File: src/rtl/tristate_bus_tx.sv
// Serializer feeding an inverting single-wire tristate buffer: frames a word as
// start, LSB-first data, optional parity and stop bits, then releases the bus.
module tristate_bus_tx #(
    parameter int DATA_WIDTH = 8,
    parameter int BIT_CYCLES = 4,
    parameter int PARITY_EN  = 1,
    parameter int PARITY_ODD = 0,
    parameter int TURNAROUND = 2
) (
    input  logic                  clk,
    input  logic                  rst,
    input  logic [DATA_WIDTH-1:0] txData,
    input  logic                  txValid,
    output logic                  txReady,
    output logic                  busDataN,
    output logic                  busEnable,
    output logic                  txBusy,
    output logic                  txDone
);

    localparam int CNT_MAX = (BIT_CYCLES > TURNAROUND) ? BIT_CYCLES : TURNAROUND;
    localparam int CW      = (CNT_MAX > 1) ? $clog2(CNT_MAX) : 1;
    localparam int BW      = (DATA_WIDTH > 1) ? $clog2(DATA_WIDTH) : 1;

    localparam logic [CW-1:0] BIT_LAST  = CW'(BIT_CYCLES - 1);
    localparam logic [CW-1:0] TURN_LAST = CW'((TURNAROUND > 0) ? TURNAROUND - 1 : 0);
    localparam logic [BW-1:0] DATA_LAST = BW'(DATA_WIDTH - 1);
    localparam logic          ODD       = (PARITY_ODD != 0);

    typedef enum logic [2:0] {
        S_IDLE, S_START, S_DATA, S_PARITY, S_STOP, S_TURN
    } state_t;

    state_t                state, state_nxt;
    logic [CW-1:0]         cyc, cyc_nxt;
    logic [BW-1:0]         bit_cnt, bit_nxt;
    logic [DATA_WIDTH-1:0] shreg, shreg_nxt;
    logic                  par, par_nxt;
    logic                  ready_nxt, en_nxt, dn_nxt, done_nxt;
    logic                  bit_end;

    assign bit_end = (cyc == BIT_LAST);

    always_ff @(posedge clk) begin
        if (rst) begin
            state     <= S_IDLE;
            cyc       <= '0;
            bit_cnt   <= '0;
            shreg     <= '0;
            par       <= 1'b0;
            txReady   <= 1'b1;
            busEnable <= 1'b0;
            busDataN  <= 1'b1;
            txBusy    <= 1'b0;
            txDone    <= 1'b0;
        end else begin
            state     <= state_nxt;
            cyc       <= cyc_nxt;
            bit_cnt   <= bit_nxt;
            shreg     <= shreg_nxt;
            par       <= par_nxt;
            txReady   <= ready_nxt;
            busEnable <= en_nxt;
            busDataN  <= dn_nxt;
            txBusy    <= ~ready_nxt;
            txDone    <= done_nxt;
        end
    end

    // Outputs are computed one cycle ahead so each register holds the level for the
    // state being entered; busDataN always carries the complement of the wire bit.
    always_comb begin
        state_nxt = state;
        cyc_nxt   = cyc;
        bit_nxt   = bit_cnt;
        shreg_nxt = shreg;
        par_nxt   = par;
        ready_nxt = txReady;
        en_nxt    = busEnable;
        dn_nxt    = busDataN;
        done_nxt  = 1'b0;

        unique case (state)
            S_IDLE: begin
                if (txValid) begin
                    state_nxt = S_START;
                    shreg_nxt = txData;
                    par_nxt   = (^txData) ^ ODD;
                    cyc_nxt   = '0;
                    bit_nxt   = '0;
                    ready_nxt = 1'b0;
                    en_nxt    = 1'b1;
                    dn_nxt    = 1'b1;
                end
            end
            S_START: begin
                cyc_nxt = bit_end ? '0 : cyc + CW'(1);
                if (bit_end) begin
                    state_nxt = S_DATA;
                    dn_nxt    = ~shreg[0];
                end
            end
            S_DATA: begin
                cyc_nxt = bit_end ? '0 : cyc + CW'(1);
                if (bit_end) begin
                    if (bit_cnt == DATA_LAST) begin
                        bit_nxt   = '0;
                        state_nxt = (PARITY_EN != 0) ? S_PARITY : S_STOP;
                        dn_nxt    = (PARITY_EN != 0) ? ~par : 1'b0;
                    end else begin
                        bit_nxt   = bit_cnt + BW'(1);
                        shreg_nxt = shreg >> 1;
                        dn_nxt    = ~shreg_nxt[0];
                    end
                end
            end
            S_PARITY: begin
                cyc_nxt = bit_end ? '0 : cyc + CW'(1);
                if (bit_end) begin
                    state_nxt = S_STOP;
                    dn_nxt    = 1'b0;
                end
            end
            S_STOP: begin
                cyc_nxt = bit_end ? '0 : cyc + CW'(1);
                if (bit_end) begin
                    en_nxt   = 1'b0;
                    dn_nxt   = 1'b1;
                    done_nxt = 1'b1;
                    if (TURNAROUND == 0) begin
                        state_nxt = S_IDLE;
                        ready_nxt = 1'b1;
                    end else begin
                        state_nxt = S_TURN;
                    end
                end
            end
            S_TURN: begin
                if (cyc == TURN_LAST) begin
                    cyc_nxt   = '0;
                    state_nxt = S_IDLE;
                    ready_nxt = 1'b1;
                end else begin
                    cyc_nxt = cyc + CW'(1);
                end
            end
            default: begin
                state_nxt = S_IDLE;
                ready_nxt = 1'b1;
                en_nxt    = 1'b0;
                dn_nxt    = 1'b1;
            end
        endcase
    end

endmodule

File: config.mk
export PLATFORM = sky130hd
export DESIGN_NAME = tristate_bus_tx
export DESIGN_NICKNAME = d
export VERILOG_FILES = /design/src/rtl/tristate_bus_tx.sv
export SDC_FILE = /design/constraint.sdc
export NUM_CORES = 1
export LEC_CHECK = 0
export ABC_AREA = 1
export ABC_CLOCK_PERIOD_IN_PS = 3470
export CAP_MARGIN = 20
export CORE_MARGIN = 8
export CORE_UTILIZATION = 62
export CTS_BUF_LIST = sky130_fd_sc_hd__clkbuf_2
export CTS_CLUSTER_DIAMETER = 100
export DETAILED_ROUTE_END_ITERATION = 6
export GPL_ROUTABILITY_DRIVEN = 0
export HOLD_SLACK_MARGIN = 0.15
export PLACE_DENSITY = 0.92
export SLEW_MARGIN = 20
export SYNTH_ARGS = -nofsm -noshare
export SYNTH_HDL_FRONTEND = slang
export SYNTH_SLANG_ARGS = --single-unit
File: constraint.sdc
create_clock -name clk -period 3.47 [get_ports clk]
set_clock_uncertainty 0.2 [all_clocks]
set_input_delay 0.5205 -clock clk [delete_from_list [all_inputs] [get_ports clk]]
set_output_delay 0.5205 -clock clk [all_outputs]
set_load 0.01 [all_outputs]
==> run_results.csv, run 1 <==
group,metric,value,unit
setup_path,slowest_stage,"clkdlybuf4s50_1",
synthesis,synth_fp_nets,237,
sta,finalSetupTns,0,ns
die,start_util,65.7,%
synthesis,synth_top_area_share,30.0,%
sta,fmax,496,MHz
synthesis,synth_cell_types,24,
setup_path,path_delay_family,"buffers and inverters",
cts,insertion_delay,0.32,ns
sta,min_period_over_period,58.1,%
grt,grt_pass1_vias,1217,
synthesis,post_synth_instance_area,1470,um^2
sta,worst_pin_slew,0.540,ns
grt,track_usage,14.6,%
setup_path,slowest_delay,0.55,ns
final_layout,drive_above_1_share,14.8,%
drt,antenna_left,0,
synthesis,yosys_warnings,0,
final_layout,final_util,74.6,%
drt,drtIter0Drc,76,
setup_path,cp.arrival,1.29,ns
final_layout,nets,253,
die,die_w,64.7,um
sta,fin_ws,1.45,ns
synthesis,synth-xor-area-share,0,%
sta,setup_viol,0,
sta,final_hold_viol_count,0,
die,rows,17,
setup_path,rr_worst_depth,7,
synthesis,yosys_register_bits,22,
outcome,status,"finished, final reports clean",
power,vdd_drop_max,0.000520,V
drt,wl_per_cell,11.1,um
synthesis,yosys.area_share.adder,4.26,%
final_layout,final_cell_mix,"65 x nand2_1, 26 x inv_1, 22 x dfxtp_1, 18 x a21oi_1, 17 x nand3_1",
synthesis,synth_top_family_by_area,"simple AND/OR/NAND/NOR gates",
cts,numCtsBuffers,3,
synthesis,async_flop_share,0,%
cts,clockBufferDepth,2,
die,io_pins,16,
min_path,hold_depth,2,
setup_path,worstSetupPathType,"reg2out",
grt,grt-ovfl-total,0,
power,cellPowerDensity,774,nW/um^2
synthesis,ys.flop_type,"dfxtp_1",
final_layout,antenna_cells,0,
final_layout,layout_commonest_cell,"nand2_1",
synthesis,syn-mean-instance-area,6.64,um^2
place,dp_slack,1.48,ns
min_path,min_path_type,"reg2reg",
synthesis,synth-compound-area-share,15.7,%
cts,cts_resized,0,
die,dieHeight,64.7,um
run,maxCapViolCount,0,
drt,wl,2940,um
sta,min_period,2.02,ns
setup_path,critPathBufInv,1,
grt,grt_max_degree,19,
synthesis,synthSimpleGateAreaFrac,39.3,%
cts,clockRootBuffer,"clkbuf_2",
place,place_area,1620,um^2
synthesis,yosys.area.top_type,"dfxtp_1",
sta,rsz0062_at_grt,"false",
grt,antenna_found_initial,0,
final_layout,area_growth,13.5,%
place,port-buffer-count,15,
drt,vias,1357,
setup_path,crit_chain,"clkdlybuf4s50_1",
grt,grt_first_pass_wirelength,5170,um
setup_path,path_depth,1,
final_layout,fin_area,1670,um^2
sta,slew_headroom,64.0,%
drt,first_pass_iters,4,
drt,route.detailed.drc,0,
setup_path,end_kind,"output port",
setup_path,cp.required,2.75,ns
power,power.leakage,0.826,nW
cts,clk_transition_reported_paths,0.21,ns
synthesis,synthMuxAreaShare,0,%
die,core,2230,um^2
place,post-dp-hpwl,2340,um
synthesis,synth-edff-count,0,
cts,postCtsSetupBuffers,0,
cts,ctsHtreeMaxLevel,1,
setup_path,crit_fanout,4,
die,die_area,4180,um^2
sta,slew_violations,0,
synthesis,synth_cells,221,
synthesis,ys_seq_area_share,30.0,%
setup_path,worstSetupStartpointType,"flip-flop",
cts,cts.sinks,22,
cts,cts_tree,"built",
drt,via_per_inst,5.14,
cts,ctsHoldBuffers,0,
synthesis,synth_area_leaders,"dfxtp_1 30%, nand2_1 17%, inv_1 6.6%",
[worst register-to-register path, cell delays in order (launching register included)]
cell and delay [ns]:
dfxtp_1 0.40, ha_1 0.24, inv_1 0.22, nand3_1 0.16, nand2_1 0.16, nor2_4 0.06, a21oi_1 0.17, nor2_1 0.06
[state kept, by name, indices dropped and copies added (netlist names)]
name and count:
shreg 8, bit_cnt 3, state 3, cyc 2, busDataN 1, busEnable 1
par 1, txBusy 1, txDone 1, txReady 1
[cells in the mapped netlist, types with 2 or more instances]
master	count
nand2_1	65
inv_1	26
dfxtp_1	22
a21oi_1	18
nand3_1	17
nor2_1	16
o21ai_1	10
o21ai_2	8
ha_1	5
inv_2	5
nand2_2	4
nor2_4	4
nand2_4	3
nand3_2	3
nand4_1	3
buf_2	2
nor2_2	2
o21ai_0	2
[metrics by stage]
stage / std cells / total power [mW] / hold WS, ns
6_report: 264 / 1.29 / 0.297
5_1_grt: 264 / 1.41 / 0.327
4_1_cts: 264 / 1.29 / 0.307
3_5_place_dp: 260 / 1.11 / 0.275
3_3_place_gp: 260 / 1.09 / 0.256
2_1_floorplan: 221 / 0.964 / 0.233
[path summary, 6_finish.rpt]
| path | startpoint | end | slack [ns] |
|---|---|---|---|
| max reg2reg | cyc[0] | state[2] | 1.72 |
| min reg2reg | busEnable | busEnable | 0.30 |
| min | busEnable | busEnable | 0.30 |
| max | txReady | txReady | 1.45 |
[where the power goes]
| group | switching, mW | internal [mW] | total, mW |
|---|---|---|---|
| clock network | 0.0782 | 0.0994 | 0.178 |
| registers | 0.0896 | 0.348 | 0.437 |
| logic | 0.412 | 0.263 | 0.674 |
[final cells by class]
cell class	instances	area, um^2
clock inverters	1	30.0
inverters	32	125
fillers	186	568
well taps	28	35.0
multi-input cells	163	870
clock buffers	3	15.0
repair buffers	15	150
flip-flops and latches	22	440
[layer usage]
layer	routed length [um]	track usage [%]	part of all wire, %
met1	1490	19.5	51
met2	1330	23.6	45
met3	104	3.26	3.5
met4	8	2.45	0.27
met5	0	0	0
[cell families (layout without fill, tap and decap cells)]
kind of cell / after synthesis / after routing
compound gates: 39 / 39
fa+ha+maj: 5 / 5
simple gates: 119 / 119
buf+inv: 36 / 51
flops: 22 / 22
Note: power is estimated with default switching activity, not from simulation.
==> run 2, diff against run 1 <==
Settings changed: ABC_CLOCK_PERIOD_IN_PS 3470 to 1760, CORE_UTILIZATION 62 to 52, PLACE_DENSITY 0.92 to 0.82.
Clock period 3.47 ns to 1.76 ns, I/O delays scaled along.
==> run 2 against run 1 <==
- register-to-register slack worse by 1.7 ns
- global-route usage shrank 2.4 points
- core utilization shrank 12 points
- critical path depth stayed put
- worst hold slack got worse by 0.040 ns
- via count is 1.5% lower
- sequential cell count stayed put
- first-iteration DRC count rose by 3.9%
- cell count up 3.0%
- sequential power increased by 93%
==> run_results.csv, run 2 (synthesis gave the netlist of run 1 again) <==
group,metric,value,unit
cts,ctsHtreeMaxLevel,1,
setup_path,rr_worst_depth,8,
power,power_frac_comb,57.0,%
sta,min_period_over_period,97.2,%
drt,first_pass_iters,4,
min_path,min_from,"txReady",
drt,vias,1337,
setup_path,crit_fanout,2,
setup_path,critPathBufInv,1,
min_path,hold_depth,1,
place,port-buffer-count,15,
final_layout,layout_commonest_cell,"nand2_1",
setup_path,cp.required,1.30,ns
setup_path,path_depth,1,
drt,drtIter0Drc,79,
final_layout,final_cell_mix,"65 x nand2_1, 25 x inv_1, 18 x a21oi_1, 18 x dfxtp_1, 17 x nand3_1",
setup_path,reg2reg_to,"shreg[3]",
sta,finalSetupTns,0,ns
setup_path,slowest_stage,"clkdlybuf4s50_1",
setup_path,crit_chain,"clkdlybuf4s50_1",
setup_path,worstSetupPathType,"reg2out",
power,p_int,1.30,mW
run,maxCapViolCount,0,
setup_path,path_delay_family,"buffers and inverters",
power,p_switching,1.12,mW
sta,min_period,1.71,ns
power,p_seq_share,34.8,%
final_layout,nets,258,
sta,whs,0.257,ns
cts,cts.sinks,22,
grt,antenna_found_initial,0,
power,power,2.42,mW
final_layout,reg_top3,"shreg (8), bit_cnt (3), state (3)",
sta,setup_viol,0,
sta,slew_headroom,75.3,%
die,io_pins,16,
sta,final_hold_viol_count,0,
cts,insertion_delay,0.34,ns
die,dieHeight,69.1,um
grt,track_usage,12.2,%
grt,grt_pass1_vias,1251,
sta,worst_pin_slew,0.371,ns
power,pwr-share-clk,8.2,%
final_layout,top_register,"shreg",
die,rows,19,
sta,slew_violations,0,
die,core,2710,um^2
setup_path,slowest_delay,0.53,ns
place,dp_slack,0.0665,ns
power,cellPowerDensity,1430,nW/um^2
setup_path,cp.arrival,1.25,ns
sta,fmax,585,MHz
drt,wl_per_cell,10.8,um
power,switching_share,46.4,%
grt,grt_max_degree,19,
min_path,min_path_type,"reg2reg",
grt,grt-ovfl-total,0,
drt,wl,2920,um
cts,postCtsSetupBuffers,0,
drt,route.detailed.drc,0,
cts,numCtsBuffers,3,
die,start_util,54.2,%
place,place_area,1660,um^2
final_layout,fin_cells,272,
drt,via_per_inst,4.92,
final_layout,area_growth,15.3,%
final_layout,drive_above_1_share,18.7,%
grt,grt_first_pass_wirelength,5240,um
power,power.leakage,0.845,nW
final_layout,fin_area,1690,um^2
outcome,status,"finished, final reports clean",
final_layout,antenna_cells,0,
sta,rsz0062_at_grt,"false",
power,vdd_drop_max,0.000955,V
setup_path,rr_startpoint,"bit_cnt[0]",
cts,clockRootBuffer,"clkbuf_2",
cts,clk_transition_reported_paths,0.22,ns
final_layout,largest_reg_flops,8,
cts,clockBufferDepth,2,
cts,cts_tree,"built",
setup_path,worstSetupStartpointType,"flip-flop",
final_layout,final_util,62.4,%
place,dp.cells,268,
min_path,min_to,"txBusy",
place,post-dp-hpwl,2300,um
setup_path,end_kind,"output port",
drt,antenna_left,0,
sta,fin_ws,0.0500,ns
die,die_area,4780,um^2
setup_path,r2r_slack,0.06,ns
die,die_w,69.1,um
==> run 2: worst max path at each step <==
stage	end	startpoint	slack (ns)
2_1_floorplan	shreg[0]	bit_cnt[0]	0.22
3_3_place_gp	shreg[5]	txValid	0.08
3_5_place_dp	shreg[0]	txValid	0.07
4_1_cts	busDataN	busDataN	0.01
5_1_grt	busEnable	busEnable	0.01
6_report	busDataN	busDataN	0.05
==> run 2: cell type report <==
class	instances	area, um^2
Clock buffer	3	15.0
Clock inverter	1	3.75
Fill cell	259	1020
Inverter	32	125
Multi-Input combinational cell	163	873
Sequential cell	22	445
Tap cell	31	38.8
Timing Repair Buffer	20	190
==> run 2: power groups by stage <==
| stage | Sequential, mW | Combinational, mW | Clock (mW) |
|---|---|---|---|
| CTS | 0.839 | 1.39 | 0.211 |
| global placement | 0.842 | 1.37 | 0 |
| finish | 0.844 | 1.38 | 0.199 |
| global route | 0.872 | 1.58 | 0.222 |
| floorplan | 0.818 | 1.08 | 0 |
| detailed placement | 0.847 | 1.38 | 0 |
==> run 2: repair_timing <==
action,in CTS,in global routing
endpoints found under the setup margin,1,5
resized for setup,1,6
hold buffers,0,0
==> run 2: per-layer routing <==
metal  share of wire, %  GRT usage, %  vias to the layer above
met5                  0             0                        -
met1                 52          15.1                      572
met3                3.7          3.29                        4
met2                 44          19.8                       17
met4               0.85          3.87                        0
li1                   -             -                      744
==> variant 1: new RTL, config.mk and constraints of run 1 <==
The output `txDone` loses its register stage (`txDone` becomes a continuous assignment).
--- a/src/rtl/tristate_bus_tx.sv
+++ b/src/rtl/tristate_bus_tx.sv
@@ -54,3 +54,2 @@
             txBusy    <= 1'b0;
-            txDone    <= 1'b0;
         end else begin
@@ -65,5 +64,6 @@
             txBusy    <= ~ready_nxt;
-            txDone    <= done_nxt;
         end
     end
+
+    assign txDone = done_nxt;
 
Formal check against the unedited RTL: no difference found for any inputs over 10 cycles, from zero or initial values and one cycle with rst high; that may be too few to reach the edited logic, so the function may still have changed.
==> variant 1 against run 1 <==
Worst setup slack worse by 0.50 ns; routed wire length up 2.1%; global-route usage rose by 0.15 points; synthesized cell count is 2.3% higher; sequential cell count decreased by 1; clock power decreased by 43%; die area shrank 1.9%; sequential share of layout area fell by 0.16 points; final area decreased by 4.0%; register-to-register slack is essentially flat; power shrank 0.35%; via count rose by 4.3%; synthesized area down 2.5%.
==> variant 1: results (changes against run 1) <==
[global_route]
grt_max_degree = 20  ; was 19
antenna_found_initial = 0  ; unchanged
grt_usage = 0.147  ; was 0.146
grt_pass1_wl_mm = 5.06  ; was 5.17 mm
grt_pass1_vias = 1253  ; was 1,217

[clock_tree]
h-tree-depth = 1  ; unchanged
insertion_delay_ns = 0.33
post_cts_resized = 0  ; unchanged
root_buffer = clkbuf_2  ; unchanged
numCtsBuffers = 3  ; unchanged
cts.clk_slew.worst_paths_ns = 0.20
cts_setup_buffers = 0  ; unchanged
clk_path_buf_depth = 2  ; unchanged

[cells_and_area]
finalNonFillerCells = 267  ; was 264
diodes = 0  ; unchanged
largestRegisters = shreg (8), bit_cnt (3), state (3)  ; unchanged
fillCellCount = 191  ; was 186
layout-drive-gt1-share = 0.0837  ; was 0.148

[synth]
syn_nets = 242  ; was 237
synthCells = 226  ; was 221
synthTopCellsByArea = dfxtp_1 29%, nand2_1 18%, inv_1 6.8%  ; was dfxtp_1 30%, nand2_1 17%, inv_1 6.6%
async_flop_share = 0  ; unchanged
seq_area_frac_synth = 0.294  ; was 0.300
ys_types = 27  ; was 24
ys_warn_count = 0  ; unchanged
synthTopCellsByCount = 67 x nand2_1, 26 x inv_1, 25 x nor2_1  ; was 65 x nand2_1, 26 x inv_1, 22 x dfxtp_1

[place]
dp.cells = 263  ; was 260
pre_cts_ws_ns = 1.36  ; was 1.48 ns
placed_area_um2 = 1580  ; was 1620 µm²
port_buffers = 15  ; unchanged
post-dp-hpwl_mm = 2.39  ; was 2.34 mm

[worst_setup_path]
worstSetupStartpoint = cyc[0]$_SDFFE_PP0P_  ; was txReady$_SDFF_PP1_
r2r_start = state[0]$_SDFFE_PP0P_  ; was cyc[0]$_SDFFE_PP0P_
endpoint = txDone  ; was txReady
r2r_cells = 8  ; was 7
crit_arrival_ns = 1.79  ; was 1.29 ns
rrSetupSlack_ns = 1.72  ; about the same
r2r-end = shreg[0]$_SDFFE_PP0P_  ; was state[2]$_SDFFE_PP0P_
worstPathMaxFanout = 5  ; was 4

[routing]
drtIter0Drc = 106  ; was 76
drt_wl_total_mm = 3.00  ; was 2.94 mm
vias = 1416  ; was 1,357
first_pass_iters = 4  ; unchanged

[sta]
max_slew.worst_pin.slew_ns = 0.490  ; was 0.540 ns
setup_ws_ns = 0.958  ; was 1.45 ns

[power_and_ir_drop]
switching_share = 0.499  ; was 0.450
max-vdd-ir-drop_mv = 0.432  ; was 0.520 mV
switchingPower_mw = 0.640  ; was 0.579 mW
p_comb_frac = 0.579  ; was 0.523
seq-power_mw = 0.439
leakage_nw = 0.800  ; was 0.826 nW

[min_path]
worstHoldPathType = reg2reg  ; unchanged

[status]
status = completed  ; unchanged

## variant 1: worst min path at each step
stage | from | to | slack (ns) | cells after the start
3_3_place_gp | busEnable$_SDFFE_PP0P_ | busEnable$_SDFFE_PP0P_ | 0.26 | 2
6_report | busEnable$_SDFFE_PP0P_ | busEnable$_SDFFE_PP0P_ | 0.29 | 2
5_1_grt | txReady$_SDFF_PP1_ | txBusy$_SDFF_PP0_ | 0.31 | 1
2_1_floorplan | shreg[7]$_SDFFE_PP0P_ | shreg[7]$_SDFFE_PP0P_ | 0.23 | 2
3_5_place_dp | busEnable$_SDFFE_PP0P_ | busEnable$_SDFFE_PP0P_ | 0.27 | 2
4_1_cts | busEnable$_SDFFE_PP0P_ | busEnable$_SDFFE_PP0P_ | 0.29 | 2
## variant 1: cell type report
class / count / area (µm²) / area share
clock buffers: 3 / 15.0 / 0.00939
clock inverters: 1 / 5.00 / 0.00313
inverters: 30 / 115 / 0.0720
multi-input cells: 169 / 858 / 0.537
flip-flops and latches: 21 / 420 / 0.263
well taps: 28 / 35.0 / 0.0219
repair buffers: 15 / 150 / 0.0939
## variant 1: per-layer routing
layer / global-route usage / routed length [µm] / vias up
li1: - / - / 740
met1: 0.166 / 1290 / 642
met2: 0.265 / 1500 / 29
met3: 0.0209 / 151 / 5
met4: 0.0696 / 54 / 0
met5: 0 / 0 / -
## variant 1: worst max-delay path, cell delays in order (launching register included)
cell	delay (ns)
dfxtp_1	0.42
ha_1	0.24
inv_1	0.14
nor2_1	0.13
clkdlybuf4s50_1	0.54
## variant 1: kinds of logic after synthesis
group | count (synthesis) | share of synthesized area
and+or+nand+nor | 125 | 0.400
buffers and inverters | 36 | 0.107
AOI/OAI and AO/OA | 34 | 0.125
DFF | 21 | 0.294
xor gates and xnor gates | 5 | 0.0306
adders and majority gates | 5 | 0.0437
==> variant 2: new RTL, config.mk and constraints of run 1 <==
Made on the original files. The parameter `BIT_CYCLES` goes from 4 to 8.
--- a/src/rtl/tristate_bus_tx.sv
+++ b/src/rtl/tristate_bus_tx.sv
@@ -4,3 +4,3 @@
     parameter int DATA_WIDTH = 8,
-    parameter int BIT_CYCLES = 4,
+    parameter int BIT_CYCLES = 8,
     parameter int PARITY_EN  = 1,
Formal check against the unedited RTL: not equivalent (a bounded check fails within 10 cycles, from zero or initial values and one cycle with rst high).
==> variant 2 against run 1 <==
Sequential cell count up 1; power down 11%; sequential power down 1%; critical path depth unchanged; register-to-register slack worse by 0.28 ns; worst setup slack worse by 0.028 ns; hold slack worse by 0.019 ns; global-route usage up 0.72 points; largest power group unchanged; via count up 4.5%; final area down 4.6%; routed wire length up 3.9%; synthesized area down 2.9%.
==> variant 2: results (changes against run 1) <==
[status]
status = completed  ; unchanged

[place]
post-dp-hpwl_mm = 2.43  ; was 2.34 mm
port_buffers = 15  ; unchanged
pre_cts_ws_ns = 1.42  ; was 1.48 ns

[routing]
drtIter0Drc = 76  ; unchanged
first_pass_iters = 4  ; unchanged
drt_wl_total_mm = 3.05  ; was 2.94 mm
viasPerCell = 5.41  ; was 5.14

[clock_tree]
numCtsBuffers = 3  ; unchanged
cts_setup_buffers = 0  ; unchanged
h-tree-depth = 1  ; unchanged
insertion_delay_ns = 0.34  ; was 0.32 ns
cts.clk_slew.worst_paths_ns = 0.23  ; was 0.21 ns
post_cts_resized = 0  ; unchanged

[worst_setup_path]
cp_slowest_cell = clkdlybuf4s50_1  ; unchanged
cpLargestDelayFamily = buffers and inverters  ; unchanged
worstPathMaxFanout = 3  ; was 4
cp_slowest_stage_delay_ns = 0.56
crit_arrival_ns = 1.32  ; was 1.29 ns

[power_and_ir_drop]
max-vdd-ir-drop_mv = 0.437  ; was 0.520 mV
leakage_nw = 0.790  ; was 0.826 nW

[cells_and_area]
fillCellCount = 195  ; was 186
finalNonFillerCells = 262  ; was 264
regMostFlops = shreg  ; unchanged
diodes = 0  ; unchanged
final_nets = 252  ; was 253
layout-drive-gt1-share = 0.0769  ; was 0.148

[global_route]
grt_pass1_vias = 1343  ; was 1,217
grt_max_degree = 17  ; was 19
antenna_found_initial = 0  ; unchanged
grt_usage = 0.153  ; was 0.146
grt_pass1_wl_mm = 5.29  ; was 5.17 mm

[synth]
synthCells = 219  ; was 221
yosys_most_used_dff = dfxtp_1  ; unchanged
syn_nets = 236  ; was 237
seq_area_frac_synth = 0.323  ; was 0.300
synthTopCellsByCount = 69 x nand2_1, 26 x inv_1, 23 x dfxtp_1  ; was 65 x nand2_1, 26 x inv_1, 22 x dfxtp_1
synthTopCellsByArea = dfxtp_1 32%, nand2_1 18%, inv_1 6.8%  ; was dfxtp_1 30%, nand2_1 17%, inv_1 6.6%

[job]
drv_cap = 0  ; unchanged

[sta]
relSlewSlack = 0.713  ; was 0.640

-- variant 2: cell count changes in the layout (fill, tap and decap cells not counted), moves of 3 or more --
cell	change
xnor2_1	+3
nand2_1	+4
o21ai_2	-7
o21ai_0	+5
nand2_4	-3
nand4_1	-3
nor2_4	-3
-- variant 2: worst paths after layout --
kind | start | endpoint | slack [ns] | depth (start not counted)
min | shreg[6]$_SDFFE_PP0P_ | shreg[6]$_SDFFE_PP0P_ | 0.28 | 2
min reg2reg | shreg[6]$_SDFFE_PP0P_ | shreg[6]$_SDFFE_PP0P_ | 0.28 | 2
max reg2reg | cyc[0]$_SDFFE_PP0P_ | state[1]$_SDFFE_PP0P_ | 1.44 | 9
max | txReady$_SDFF_PP1_ | txReady | 1.43 | 1
-- variant 2: stage by stage --
stage | hold WS [ns] | instance area, µm²
6_report | 0.278 | 1590
3_5_place_dp | 0.255 | 1570
4_1_cts | 0.281 | 1590
2_1_floorplan | 0.228 | 1430
3_3_place_gp | 0.241 | 1570
5_1_grt | 0.303 | 1590
-- variant 2: logic make-up after synthesis --
logic type | after synthesis | share of synthesized area
compound gates | 38 | 0.145
xor+xnor | 5 | 0.0307
fa+ha+maj | 6 | 0.0527
buf+inv | 33 | 0.105
flops | 23 | 0.323
simple gates | 114 | 0.343
-- variant 2: area by class of cell --
cell class              count  share of cell area
inverters                  29              0.0685
clock inverters             1             0.00315
well taps                  28              0.0220
flip-flops and latches     23               0.290
repair buffers             15              0.0945
multi-input cells         163               0.513
clock buffers               3             0.00945
-- variant 2: power by group --
part / internal, mW / total, mW / switching, mW
sequential: 0.358 / 0.432 / 0.0739
combinational: 0.222 / 0.599 / 0.377
clock: 0.0261 / 0.110 / 0.0842
total: 0.606 / 1.14 / 0.535
-- variant 2: routing by layer --
layer  track usage  wire [µm]  vias up
li1              -          -      729
met1         0.171       1330      634
met2         0.274       1500       46
met3        0.0296        151        9
met4        0.0669         63        0
met5             0          0        -
